## src/rtl/alu_pkg.sv

```systemverilog
// Shared types and helpers for the ALU command path: opcodes, byte classes,
// assembly FSM states and the CRC4 used to protect a command.
package alu_pkg;

    typedef enum logic [2:0] {
        OP_AND = 3'b000,
        OP_OR  = 3'b001,
        OP_ADD = 3'b100,
        OP_SUB = 3'b101
    } opcode_t;

    localparam logic [2:0] OPC_AND = OP_AND;
    localparam logic [2:0] OPC_OR  = OP_OR;
    localparam logic [2:0] OPC_ADD = OP_ADD;
    localparam logic [2:0] OPC_SUB = OP_SUB;

    typedef enum logic [1:0] {
        BT_DATA = 2'd0,
        BT_CTL  = 2'd1,
        BT_ERR  = 2'd2
    } byte_type_t;

    typedef enum logic [1:0] {
        S_IDLE    = 2'd0,
        S_COLLECT = 2'd1,
        S_CHECK   = 2'd2,
        S_OUT     = 2'd3
    } state_t;

    function automatic logic op_supported(input logic [2:0] opc);
        logic ok;
        case (opc)
            OPC_AND, OPC_OR, OPC_ADD, OPC_SUB: ok = 1'b1;
            default:                           ok = 1'b0;
        endcase
        return ok;
    endfunction

    // x^4+x+1, init 0, no final XOR, message consumed MSB first
    function automatic logic [3:0] crc4_68(input logic [67:0] msg);
        logic [3:0] crc;
        logic       fb;
        crc = 4'h0;
        for (int i = 67; i >= 0; i--) begin
            fb  = crc[3] ^ msg[i];
            crc = {crc[2:0], 1'b0} ^ (fb ? 4'h3 : 4'h0);
        end
        return crc;
    endfunction

endpackage

```

## src/rtl/alu_frame_rx.sv

```systemverilog
// 11-bit serial frame receiver: start, type, 8-bit payload MSB first, stop.
// Emits a one-cycle byte event in the cycle after the stop-bit sample.
module alu_frame_rx
    import alu_pkg::*;
(
    input  logic       clk,
    input  logic       rst,
    input  logic       sin,
    output logic       byte_valid,
    output byte_type_t byte_type,
    output logic [7:0] payload,
    output logic       frame_err
);

    logic       busy;
    logic [3:0] bit_cnt;
    logic [8:0] shreg;

    // Receiver drops busy on the stop sample so a start bit can be taken next edge.
    always_ff @(posedge clk) begin
        if (rst) begin
            busy       <= 1'b0;
            bit_cnt    <= 4'd0;
            byte_valid <= 1'b0;
            byte_type  <= BT_DATA;
            payload    <= 8'h00;
            frame_err  <= 1'b0;
        end else begin
            byte_valid <= 1'b0;
            if (!busy) begin
                if (!sin) begin
                    busy    <= 1'b1;
                    bit_cnt <= 4'd0;
                end
            end else if (bit_cnt == 4'd9) begin
                busy       <= 1'b0;
                byte_valid <= 1'b1;
                frame_err  <= ~sin;
                payload    <= shreg[7:0];
                byte_type  <= !sin ? BT_ERR : (shreg[8] ? BT_CTL : BT_DATA);
            end else begin
                bit_cnt <= bit_cnt + 4'd1;
            end
        end
    end

    always_ff @(posedge clk) begin
        if (busy && bit_cnt != 4'd9) begin
            shreg <= {shreg[7:0], sin};
        end
    end

endmodule

```

## src/rtl/alu_sin_deserializer.sv

```systemverilog
// Assembles serial data/control bytes into {B, A, op}, validates byte count,
// CRC4 and opcode, and emits a one-cycle command or error strobe.
module alu_sin_deserializer
    import alu_pkg::*;
#(
    parameter int DATA_BYTES = 8
) (
    input  logic        clk,
    input  logic        rst,
    input  logic        sin,
    output logic [31:0] b_data,
    output logic [31:0] a_data,
    output logic [2:0]  op,
    output logic        cmd_valid,
    output logic        err_valid,
    output logic        err_data,
    output logic        err_crc,
    output logic        err_op
);

    logic       byte_valid;
    byte_type_t byte_type;
    logic [7:0] payload;
    logic       frame_err;

    alu_frame_rx u_rx (
        .clk        (clk),
        .rst        (rst),
        .sin        (sin),
        .byte_valid (byte_valid),
        .byte_type  (byte_type),
        .payload    (payload),
        .frame_err  (frame_err)
    );

    state_t      state, state_nxt;
    logic [63:0] ba;
    logic [3:0]  cnt;
    logic [2:0]  op_q;
    logic [3:0]  crc_q;
    logic        ferr_q;
    logic        is_data;
    logic        bad_data, bad_crc, bad_op;

    assign is_data  = byte_valid && (byte_type == BT_DATA);
    assign bad_data = ferr_q || (cnt != 4'(DATA_BYTES));
    assign bad_crc  = crc_q != crc4_68({ba, 1'b1, op_q});
    assign bad_op   = !op_supported(op_q);

    always_ff @(posedge clk) begin
        if (rst) state <= S_IDLE;
        else     state <= state_nxt;
    end

    // OUT behaves like IDLE for an incoming byte so back-to-back commands are not lost.
    always_comb begin
        state_nxt = state;
        case (state)
            S_IDLE, S_OUT: begin
                state_nxt = S_IDLE;
                if (byte_valid) state_nxt = is_data ? S_COLLECT : S_CHECK;
            end
            S_COLLECT: if (byte_valid && !is_data) state_nxt = S_CHECK;
            S_CHECK:   state_nxt = S_OUT;
            default:   state_nxt = S_IDLE;
        endcase
    end

    always_ff @(posedge clk) begin
        if (rst) begin
            cnt       <= 4'd0;
            ferr_q    <= 1'b0;
            b_data    <= 32'h0;
            a_data    <= 32'h0;
            op        <= 3'b000;
            cmd_valid <= 1'b0;
            err_valid <= 1'b0;
            err_data  <= 1'b0;
            err_crc   <= 1'b0;
            err_op    <= 1'b0;
        end else begin
            cmd_valid <= 1'b0;
            err_valid <= 1'b0;
            case (state)
                S_IDLE, S_OUT: begin
                    cnt    <= is_data ? 4'd1 : 4'd0;
                    ferr_q <= byte_valid && !is_data;
                end
                S_COLLECT: begin
                    if (is_data) cnt <= (cnt == 4'd15) ? cnt : cnt + 4'd1;
                    if (byte_valid && byte_type == BT_ERR) ferr_q <= 1'b1;
                end
                S_CHECK: begin
                    b_data    <= ba[63:32];
                    a_data    <= ba[31:0];
                    op        <= op_q;
                    err_data  <= bad_data;
                    err_crc   <= !bad_data && bad_crc;
                    err_op    <= !bad_data && !bad_crc && bad_op;
                    cmd_valid <= !bad_data && !bad_crc && !bad_op;
                    err_valid <= bad_data || bad_crc || bad_op;
                end
                default: ;
            endcase
        end
    end

    always_ff @(posedge clk) begin
        if (is_data && state != S_CHECK) ba <= {ba[55:0], payload};
        if (byte_valid && byte_type == BT_CTL) begin
            op_q  <= payload[6:4];
            crc_q <= payload[3:0];
        end
    end

endmodule

```

## config.mk

```make
export PLATFORM = sky130hd
export DESIGN_NAME = alu_sin_deserializer
export DESIGN_NICKNAME = d
export VERILOG_FILES = /design/src/rtl/alu_pkg.sv /design/src/rtl/alu_frame_rx.sv /design/src/rtl/alu_sin_deserializer.sv
export SDC_FILE = /design/constraint.sdc
export NUM_CORES = 1
export LEC_CHECK = 0
export ABC_CLOCK_PERIOD_IN_PS = 6700
export BUFFER_PORTS_ARGS = -buffer_cell sky130_fd_sc_hd__buf_2
export CAP_MARGIN = 10
export CORE_UTILIZATION = 45
export CTS_CLUSTER_SIZE = 25
export DETAILED_ROUTE_END_ITERATION = 16
export PLACE_DENSITY_LB_ADDON = 0.08
export SETUP_SLACK_MARGIN = 0.1
export SLEW_MARGIN = 20
export SYNTH_ARGS = -nofsm -noshare
export SYNTH_HDL_FRONTEND = slang
export SYNTH_HIERARCHICAL = 1
export SYNTH_SLANG_ARGS = --single-unit
```

## constraint.sdc

```tcl
create_clock -name clk -period 6.7 [get_ports clk]
set_clock_uncertainty 0.05 [all_clocks]
set_input_delay 1.005 -clock clk [delete_from_list [all_inputs] [get_ports clk]]
set_output_delay 1.005 -clock clk [all_outputs]
set_load 0.02 [all_outputs]
```

# Yosys cells after proc, flatten, opt, wreduce, memory -nomap -nowiden
# Index checks and enable logic that the tools add are counted.
totals:
  regBits: 175
  inputBits: 3
  out_inout_bits: 72
  elab_cells: 294
op_classes:
  n_addsub: 2
  n_eq_ne: 20
  n_mux: 88
  bitwise: 135
  n_reduce_logical: 29
ops:
  columns: ["cell", "n"]
  rows:
  - ["$xor 4x2->4", 66]
  - ["$mux 2", 72]
  - ["$xor 1x1->1", 64]
  - ["$mux 4", 5]
  - ["$ne 2x2->1 const B", 6]
  - ["$logic_and 1x1->1", 10]
  - ["$add 4x1->4 const B", 2]
  - ["$eq 4x4->1 const B", 2]
  - ["$mux 1", 8]
  - ["$ne 4x4->1 const B", 2]
  - ["$pmux 4 s2", 1]
  - ["$eq 2x2->1 const B", 3]
  - ["$eq 3x3->1 const B", 2]
  - ["$pmux 2 s3", 1]
  - ["$reduce_and 2->1", 3]
  - ["$reduce_or 2->1", 3]
  - ["$eq 2x1->1 const B", 2]
  - ["$logic_not 1->1", 4]
  - ["$logic_not 2->1", 2]
  - ["$ne 4x4->1", 1]
  - ["$reduce_or 4->1", 1]
  - ["$eq 3x1->1 const B", 1]
  - ["$logic_not 3->1", 1]
  - ["$logic_or 1x1->1", 3]
  - ["7 further kinds", 9]

# Depth between registers and ports, before layout
# Gate-level depths: netlist (run 1).
depth:
  depth_word: 202
  mapped_depth: 11
  ltp_nobuf: 10

# Cells and area by module
# The synthesis (run 1) kept the hierarchy.
modules_own_cells:
  columns: ["module", "instances", "cells_per_inst", "area_per_inst_um2", "seq_area_each_um2"]
  rows:
  - ["alu_sin_deserializer", 1, 481, 6665.1, 3713.6]
  - ["alu_frame_rx", 1, 84, 935.9, 590.6]

# Least setup slack after synthesis (run 1)
# Ideal clock, no wire load.
synth_timing:
  path_kind: "reg2reg"
  from: "reg state[0]"
  to: "reg ba[0] (enable)"
  setup_ns: 0.493
  arrival_ns: 3.908
  t_required_ns: 6.157
  path_slack_ns: 2.249
  stages_incl_launch_ff: 6
  path_buffers: 2
  synth_period_minus_slack_ns: 4.451
  cell_sequence: "dfxtp_1 inv_1 ha_1 clkbuf_1 buf_1 nor2b_1"
synth_between:
  elab_chain_len: 2
synth_lines:
  columns: ["item", "line", "rtl"]
  rows:
  - ["from (decl)", "alu_sin_deserializer.sv:36", "state_t state, state_nxt;"]
  - ["from (signal assigned)", "alu_sin_deserializer.sv:52", "else state <= state_nxt;"]
  - ["$ne 2x2->1", "alu_sin_deserializer.sv:109", "if (is_data && state != S_CHECK) ba <= {ba[55:0], payload};"]
  - ["$logic_and 1x1->1", "alu_sin_deserializer.sv:109", null]
  - ["to (signal assigned)", "alu_sin_deserializer.sv:109", null]
  - ["to (decl)", "alu_sin_deserializer.sv:37", "logic [63:0] ba;"]
# Every way passes these cells.
# A chain may end at the register's enable or synchronous reset.

# Worst setup path in the final report (run 1)
layout_timing:
  from: "reg ba[49]"
  to: "reg err_valid"
layout_between:
  elab_chain_len: 93
  elab_cells_between_ends: 158
  cone_classes: "eq/ne: 1; mux: 51; bitwise: 104; reduce/logical: 2"
layout_lines:
  columns: ["item", "line", "rtl"]
  rows:
  - ["$xor 1x1->1 (*)", "alu_pkg.sv:45", "fb = crc[3] ^ msg[i];"]
  - ["$mux 2 (*)", "alu_pkg.sv:46", "crc = {crc[2:0], 1'b0} ^ (fb ? 4'h3 : 4'h0);"]
  - ["$xor 4x2->4 (*) (3 in series)", "alu_pkg.sv:46", null]
  - ["$xor 1x1->1 or $xor 4x2->4 (tied branches)", "alu_pkg.sv:45, alu_pkg.sv:46", null]
  - ["$mux 2 or $xor 1x1->1 (tied branches)", "alu_pkg.sv:46, alu_pkg.sv:45", null]
  - ["$xor 4x2->4 (*) (3 in series)", "alu_pkg.sv:46", null]
  - ["$xor 1x1->1 or $xor 4x2->4 (tied branches)", "alu_pkg.sv:45, alu_pkg.sv:46", null]
  - ["$mux 2 or $xor 1x1->1 (tied branches)", "alu_pkg.sv:46, alu_pkg.sv:45", null]
  - ["[69 not listed]", null, null]
  - ["$xor 1x1->1 or $mux 2 (tied branches)", "alu_pkg.sv:45, alu_pkg.sv:46", null]
  - ["$mux 2 or $xor 4x2->4 (tied branches)", "alu_pkg.sv:46", null]
  - ["$xor 4x2->4 (*) (4 in series)", "alu_pkg.sv:46", null]
  - ["$xor 1x1->1, or another cell as far along", "alu_pkg.sv:45", null]
  - ["$mux 2 or $xor 4x2->4 (tied branches)", "alu_pkg.sv:46", null]
  - ["$xor 4x2->4 (*)", "alu_pkg.sv:46", null]
  - ["$ne 4x4->1 (*)", "alu_sin_deserializer.sv:47", "assign bad_crc = crc_q != crc4_68({ba, 1'b1, op_q});"]
  - ["$logic_or 1x1->1 (*) (2 in series)", "alu_sin_deserializer.sv:101", "err_valid <= bad_data || bad_crc || bad_op;"]
  - ["to (signal assigned)", "alu_sin_deserializer.sv:101", null]
  - ["to (decl)", "alu_sin_deserializer.sv:15", "output logic err_valid,"]
# Mark *: on every way between the ends. The rest lies on a longest branch, timed or not.

==> impl_metrics.csv, run 1 <==
group,metric,value,unit
floorplan,rows,47,
setup_path,reg2reg_slack,2990,ps
drt,via_count,4327,
cells_and_area,finish.utilization,53.0,%
hold_path,whs_path_depth,0,
yosys,post-synth-top-count-cell,"dfxtp_1",
drt,dr.pass1.iters,7,
setup_path,r2r-start,"ba[49]",
yosys,yosysSeqAreaShare,56.6,%
setup_path,endpoint_kind,"register",
power,clkPwrFrac,46.2,%
yosys,synthTopCellsByArea,"edfxtp_1, dfxtp_1, xnor3_1",
yosys,ys_ff_latch,175,
timing,rsz0062_at_grt,"false",
global_routing,grt_max_degree,65,
setup_path,crit_chain,"xnor3_1, xor2_1, xnor3_2, xnor3_1, xnor3_2, xnor3_1, nand3_1, a211oi_2, o21ai_0, o21ba_1",
power,power_switching,0.000433,W
global_routing,grt_first_pass_wirelength,23700,um
timing,tns,0,ps
setup_path,crit_fanout,4,
clock_network,clkTransAtPathRegs,70,ps
yosys,async_flop_share,0,%
hold_path,hp-class,"register to register",
floorplan,initial_utilization,46.0,%
hold_path,hold_end,"ba[7]",
yosys,synthTopCellsByCount,"dfxtp_1, edfxtp_1, nor2_1",
floorplan,fp.dieH,132,um
timing,worst_hold_slack,385,ps
clock_network,root_buffer,"clkbuf_16",
drt,ant_nets,0,
power,netSwitchingFraction,20.6,%
floorplan,core,0.0165,sq mm
clock_network,tritoncts,"yes",
yosys,syn_nets,574,
setup_path,critical_path_arrival,3980,ps
setup_path,worstPathRequired,6970,ps
setup_path,max_stage_delay,470,ps
clock_network,cts_sinks,175,
timing,tightest_slew,891,ps
floorplan,io_pins,75,
yosys,netlist.area_leader.share,31.6,%
global_routing,grt_use_total,18.0,%
setup_path,cp_slowest_cell,"edfxtp_1",
place,placed_area,0.00818,sq mm
clock_network,clk_path_buf_depth,2,
timing,setup_violations,0,
cells_and_area,final_nets,645,
global_routing,grt_pass1_vias,4358,
power,power_frac_comb,0.8,%
drt,totalWireLength,14700,um
global_routing,antenna_found_initial,0,
place,portBuffers,74,
timing,period_share,55.4,%
global_routing,grt_overflow,0,
power,p_per_area,241,mW/mm^2
yosys,syn_area,0.00760,sq mm
place,dp_hpwl,10200,um
yosys,synth-warning-count,6,
timing,slew_headroom,40.6,%
yosys,synthCells,565,
power,p_int,0.00167,W
cells_and_area,design_area,0.00876,sq mm
power,p_seq_share,53.0,%
setup_path,cp_top_family,"XOR/XNOR gates",
outcome,outcome,"finished, final reports clean",
floorplan,dieArea,0.0174,sq mm
drt,wl_per_cell,16.9,um
power,total_leakage_power,3.43,nW
timing,fmax,270,MHz
drt,vias_per_cell,4.98,
yosys,synth_largest_area_cell,"edfxtp_1",
timing,period_minus_slack,3710,ps
clock_network,hold_buffers,0,
yosys,postSynthAreaPerCell,13.5,sq um
cells_and_area,diodes,0,
cells_and_area,drive_above_1_share,18.6,%
yosys,synth.distinct_cells,47,
clock_network,cts_resized,0,
place,globalplace.congestion,0.766,
clock_network,cts_made_buffers,17,
setup_path,cp_common_cell,"xnor3_1",
setup_path,critPathKind,"register to register",
clock_network,post-cts-setup-buffers,0,
setup_path,path_buf_inv,0,
timing,hold_viol,0,
drt,drt_iter0_drc,185,
setup_path,r2r_end,"err_valid",
setup_path,crit_path_start_kind,"register",
yosys,synth-edff-count,80,
clock_network,htreeDepth,4,
drt,drc,0,
setup_path,worstRegToRegCells,10,
power,peakVddDrop,0.172,mV
clock_network,worst_skew_pair.late_latency,430,ps
timing,final_max_slew_viol_count,0,
job,drv_cap,0,
floorplan,dieWidth,132,um
yosys,synth_flop_cell,"dfxtp_1",
cells_and_area,area_growth,15.2,%
hold_path,worstHoldStart,"u_rx/payload[7]",
==> per-stage QoR <==
stage          setup WS, ps  cells  power, W
2_1_floorplan          2250    565   0.00115
3_3_place_gp           3090    837   0.00116
3_5_place_dp           2980    837   0.00116
4_1_cts                2970    869   0.00213
5_1_grt                2780    869   0.00217
6_report               2990    869   0.00211
==> worst max-delay path by stage <==
stage	from	to	slack, ps	cells after the start
after detailed placement	ba[53]	err_valid	2980	10
final	ba[49]	err_valid	2990	10
after global routing	ba[41]	err_op	2780	10
after global placement	ba[60]	err_valid	3090	10
after CTS	ba[49]	err_valid	2970	10
after floorplan	state[0]	ba[0]	2250	5
==> power groups by stage <==
stage | Combinational [W] | Sequential [W] | Clock [W]
6_report | 0.0000172 | 0.00112 | 0.000974
3_3_place_gp | 0.0000167 | 0.00114 | 0
5_1_grt | 0.0000192 | 0.00112 | 0.00104
3_5_place_dp | 0.0000173 | 0.00114 | 0
4_1_cts | 0.0000174 | 0.00112 | 0.000993
2_1_floorplan | 0.0000145 | 0.00114 | 0
==> logic make-up (layout without fill, tap and decap cells) <==
kind of cell             after synthesis  in the layout  share of synthesized area, %
buffers and inverters                 30            114                          1.71
flip-flops                           175            175                          56.6
AND/OR/NAND/NOR                      140            140                          8.46
XOR/XNOR                             111            111                          20.3
AO/OA/AOI/OAI                         36             36                          3.13
multiplexers                          67             67                          8.82
adder cells (fa/ha/maj)                6              6                         0.988
==> flip-flops by register name (all words and copies together) (netlist names), 2 cells and up <==
register,flops
cnt,4
b_data,32
u_rx/byte_type,2
u_rx/bit_cnt,4
op,3
u_rx/payload,8
op_q,3
state,2
ba,64
a_data,32
u_rx/shreg,9
crc_q,4
==> final cells by class <==
type,count,area [sq um]
repair buffers,77,393
flip-flops and latches,175,4300
clock buffers,18,439
well taps,220,275
inverters,5,18.8
multi-input cells,360,3190
clock inverters,14,139
fillers,1421,7770
==> cells in the final DEF, fill, tap and decap left out, types with 3 or more instances in the layout <==
cell type	Yosys	layout
dfxtp_1	95	95
edfxtp_1	80	80
nor2_1	77	77
buf_2	2	74
mux2i_1	67	67
xnor2_1	42	42
xnor3_1	33	33
xor2_1	28	28
nand2_1	21	21
a21oi_1	18	18
clkbuf_16	0	17
nand3_1	10	10
nand2b_1	6	6
inv_1	5	5
ha_1	6	5
nor2b_1	5	4
nor3_1	4	4
o21ai_0	4	4
xnor3_2	4	4
a211oi_2	3	3
clkinv_2	0	3
buf_4	2	3
nand4b_1	3	3
==> routing by layer <==
metal	track usage, %	share of wire, %	vias up
met2	30.0	50	71
met1	22.9	45	2126
met4	7.36	1.5	0
met3	3.65	2.7	13
met5	0	0	-
li1	-	-	2117
Power figures use the tool's default switching activity.
==> inputs of run 2 (changes only) <==
Settings changed: ABC_CLOCK_PERIOD_IN_PS 6700 to 3700.
Clock period 6.7 ns to 3.7 ns, I/O delays scaled along.
==> impl_metrics.csv, run 2 (synthesized netlist as in run 1, its figures left out) <==
group,metric,value,unit
outcome,outcome,"finished, final reports clean",
clock_network,cts_made_buffers,17,
job,drv_cap,0,
cells_and_area,multi_input_area,0.00332,sq mm
setup_path,critical_path_arrival,3800,ps
drt,vias_per_cell,4.99,
timing,fmax,286,MHz
global_routing,grt_overflow,0,
floorplan,rows,47,
drt,dr.pass1.iters,4,
timing,setup_violations,0,
timing,worst_hold_slack,325,ps
clock_network,clk_path_buf_depth,2,
timing,hold_viol,0,
floorplan,dieWidth,132,um
power,total_leakage_power,3.63,nW
drt,drt_iter0_drc,248,
power,peakVddDrop,0.310,mV
power,p_per_area,405,mW/mm^2
cells_and_area,regMostFlops,"ba",
timing,tns,0,ps
timing,final_max_slew_viol_count,0,
cells_and_area,final_cell_mix,"dfxtp_1, edfxtp_1, nor2_1",
global_routing,grt_use_total,18.4,%
drt,wl_per_cell,16.7,um
drt,ant_nets,0,
setup_path,cp_top_family,"XOR/XNOR gates",
setup_path,crit_path_start_kind,"register",
drt,drc,0,
setup_path,crit_start,"ba[61]",
clock_network,htreeDepth,4,
floorplan,initial_utilization,46.0,%
setup_path,max_stage_delay,460,ps
place,dp_hpwl,10400,um
clock_network,worst_skew_pair.late_latency,430,ps
place,portBuffers,74,
cells_and_area,drive_above_1_share,25.5,%
cells_and_area,final_nets,681,
setup_path,crit_fanout,4,
setup_path,cp_slowest_cell,"xor3_2",
global_routing,grt_pass1_vias,4553,
floorplan,fp.dieH,132,um
cells_and_area,layout_commonest_cell,"dfxtp_1",
cells_and_area,largest_reg_flops,64,
clock_network,clkTransAtPathRegs,60,ps
cells_and_area,diodes,0,
setup_path,endpoint_kind,"register",
global_routing,grt_first_pass_wirelength,24400,um
global_routing,antenna_found_initial,0,
cells_and_area,register_area,0.00430,sq mm
setup_path,crit_chain,"xor3_2, xnor3_2, xor3_2, buf_6, xor2_4, xnor3_2, xor3_1, nand3_1, a211oi_4, or3_1, a21oi_2",
setup_path,reg2reg_slack,210,ps
drt,via_count,4514,
cells_and_area,reg.largest.list,"ba (64), a_data (32), b_data (32)",
cells_and_area,n_fill_cell,1403,
setup_path,path_buf_inv,1,
cells_and_area,area_growth,20.2,%
place,globalplace.congestion,0.782,
hold_path,hp-class,"input port to register",
setup_path,critPathKind,"register to register",
global_routing,grt_max_degree,56,
clock_network,root_buffer,"clkbuf_16",
timing,slew_headroom,35.1,%
floorplan,core,0.0165,sq mm
clock_network,cts_sinks,175,
timing,tightest_slew,974,ps
timing,period_share,94.4,%
hold_path,worstHoldStart,"sin",
floorplan,dieArea,0.0174,sq mm
timing,rsz0062_at_grt,"true",
timing,period_minus_slack,3490,ps
floorplan,io_pins,75,
setup_path,r2r-start,"ba[61]",
setup_path,worstPathRequired,4000,ps
drt,totalWireLength,15100,um
clock_network,tritoncts,"yes",
-- run 2: layout make-up --
cell class	count	area share, %
flip-flops and latches	175	47.1
multi-input cells	360	36.3
well taps	220	3.01
repair buffers	113	7.44
inverters	5	0.205
clock inverters	9	0.753
clock buffers	23	5.14
-- run 2: timing repair --
| item | CTS | global route |
|---|---|---|
| endpoints found under the setup margin | 4 | 4 |
| endpoints found under the hold margin | 0 | 0 |
| resized for setup | 5 | 23 |
| hold buffers | 0 | 0 |
| setup buffers | 4 | 19 |
| pin swaps | 9 | 22 |
-- run 2: worst paths after layout --
kind                        end  cells after the start
setup reg to reg        err_crc                     11
hold / removal    u_rx/shreg[0]                      1
setup / recovery        err_crc                     11
hold reg to reg           ba[7]                      0
-- run 2: through the flow --
step	power (W)	cells	setup slack (ps)	instance area [sq um]	util [%]
final	0.00370	905	206	9140	55.3
after global routing	0.00383	905	50.1	9140	55.3
after CTS	0.00375	886	49.8	8880	53.7
after detailed placement	0.00210	850	-46.5	8290	50.2
after global placement	0.00209	850	110	8290	50.2
after floorplan	0.00209	565	187	7600	-
-- run 2: layer usage --
layer	share of wire (%)	vias up	track usage (%)	wire, um
li1	-	2190	-	-
met1	46	2210	23.7	6940
met2	49	91	30.4	7430
met3	3.4	23	4.19	510
met4	1.6	0	6.98	237
met5	0	-	0	0
-- run 2: power breakdown --
part	leakage [nW]	internal [W]	switching, W	total (W)
sequential	1.49	0.00202	0.00000655	0.00202
clock	0.262	0.000954	0.000690	0.00164
combinational	1.87	0.00000824	0.0000244	0.0000327
total	3.63	0.00298	0.000721	0.00370
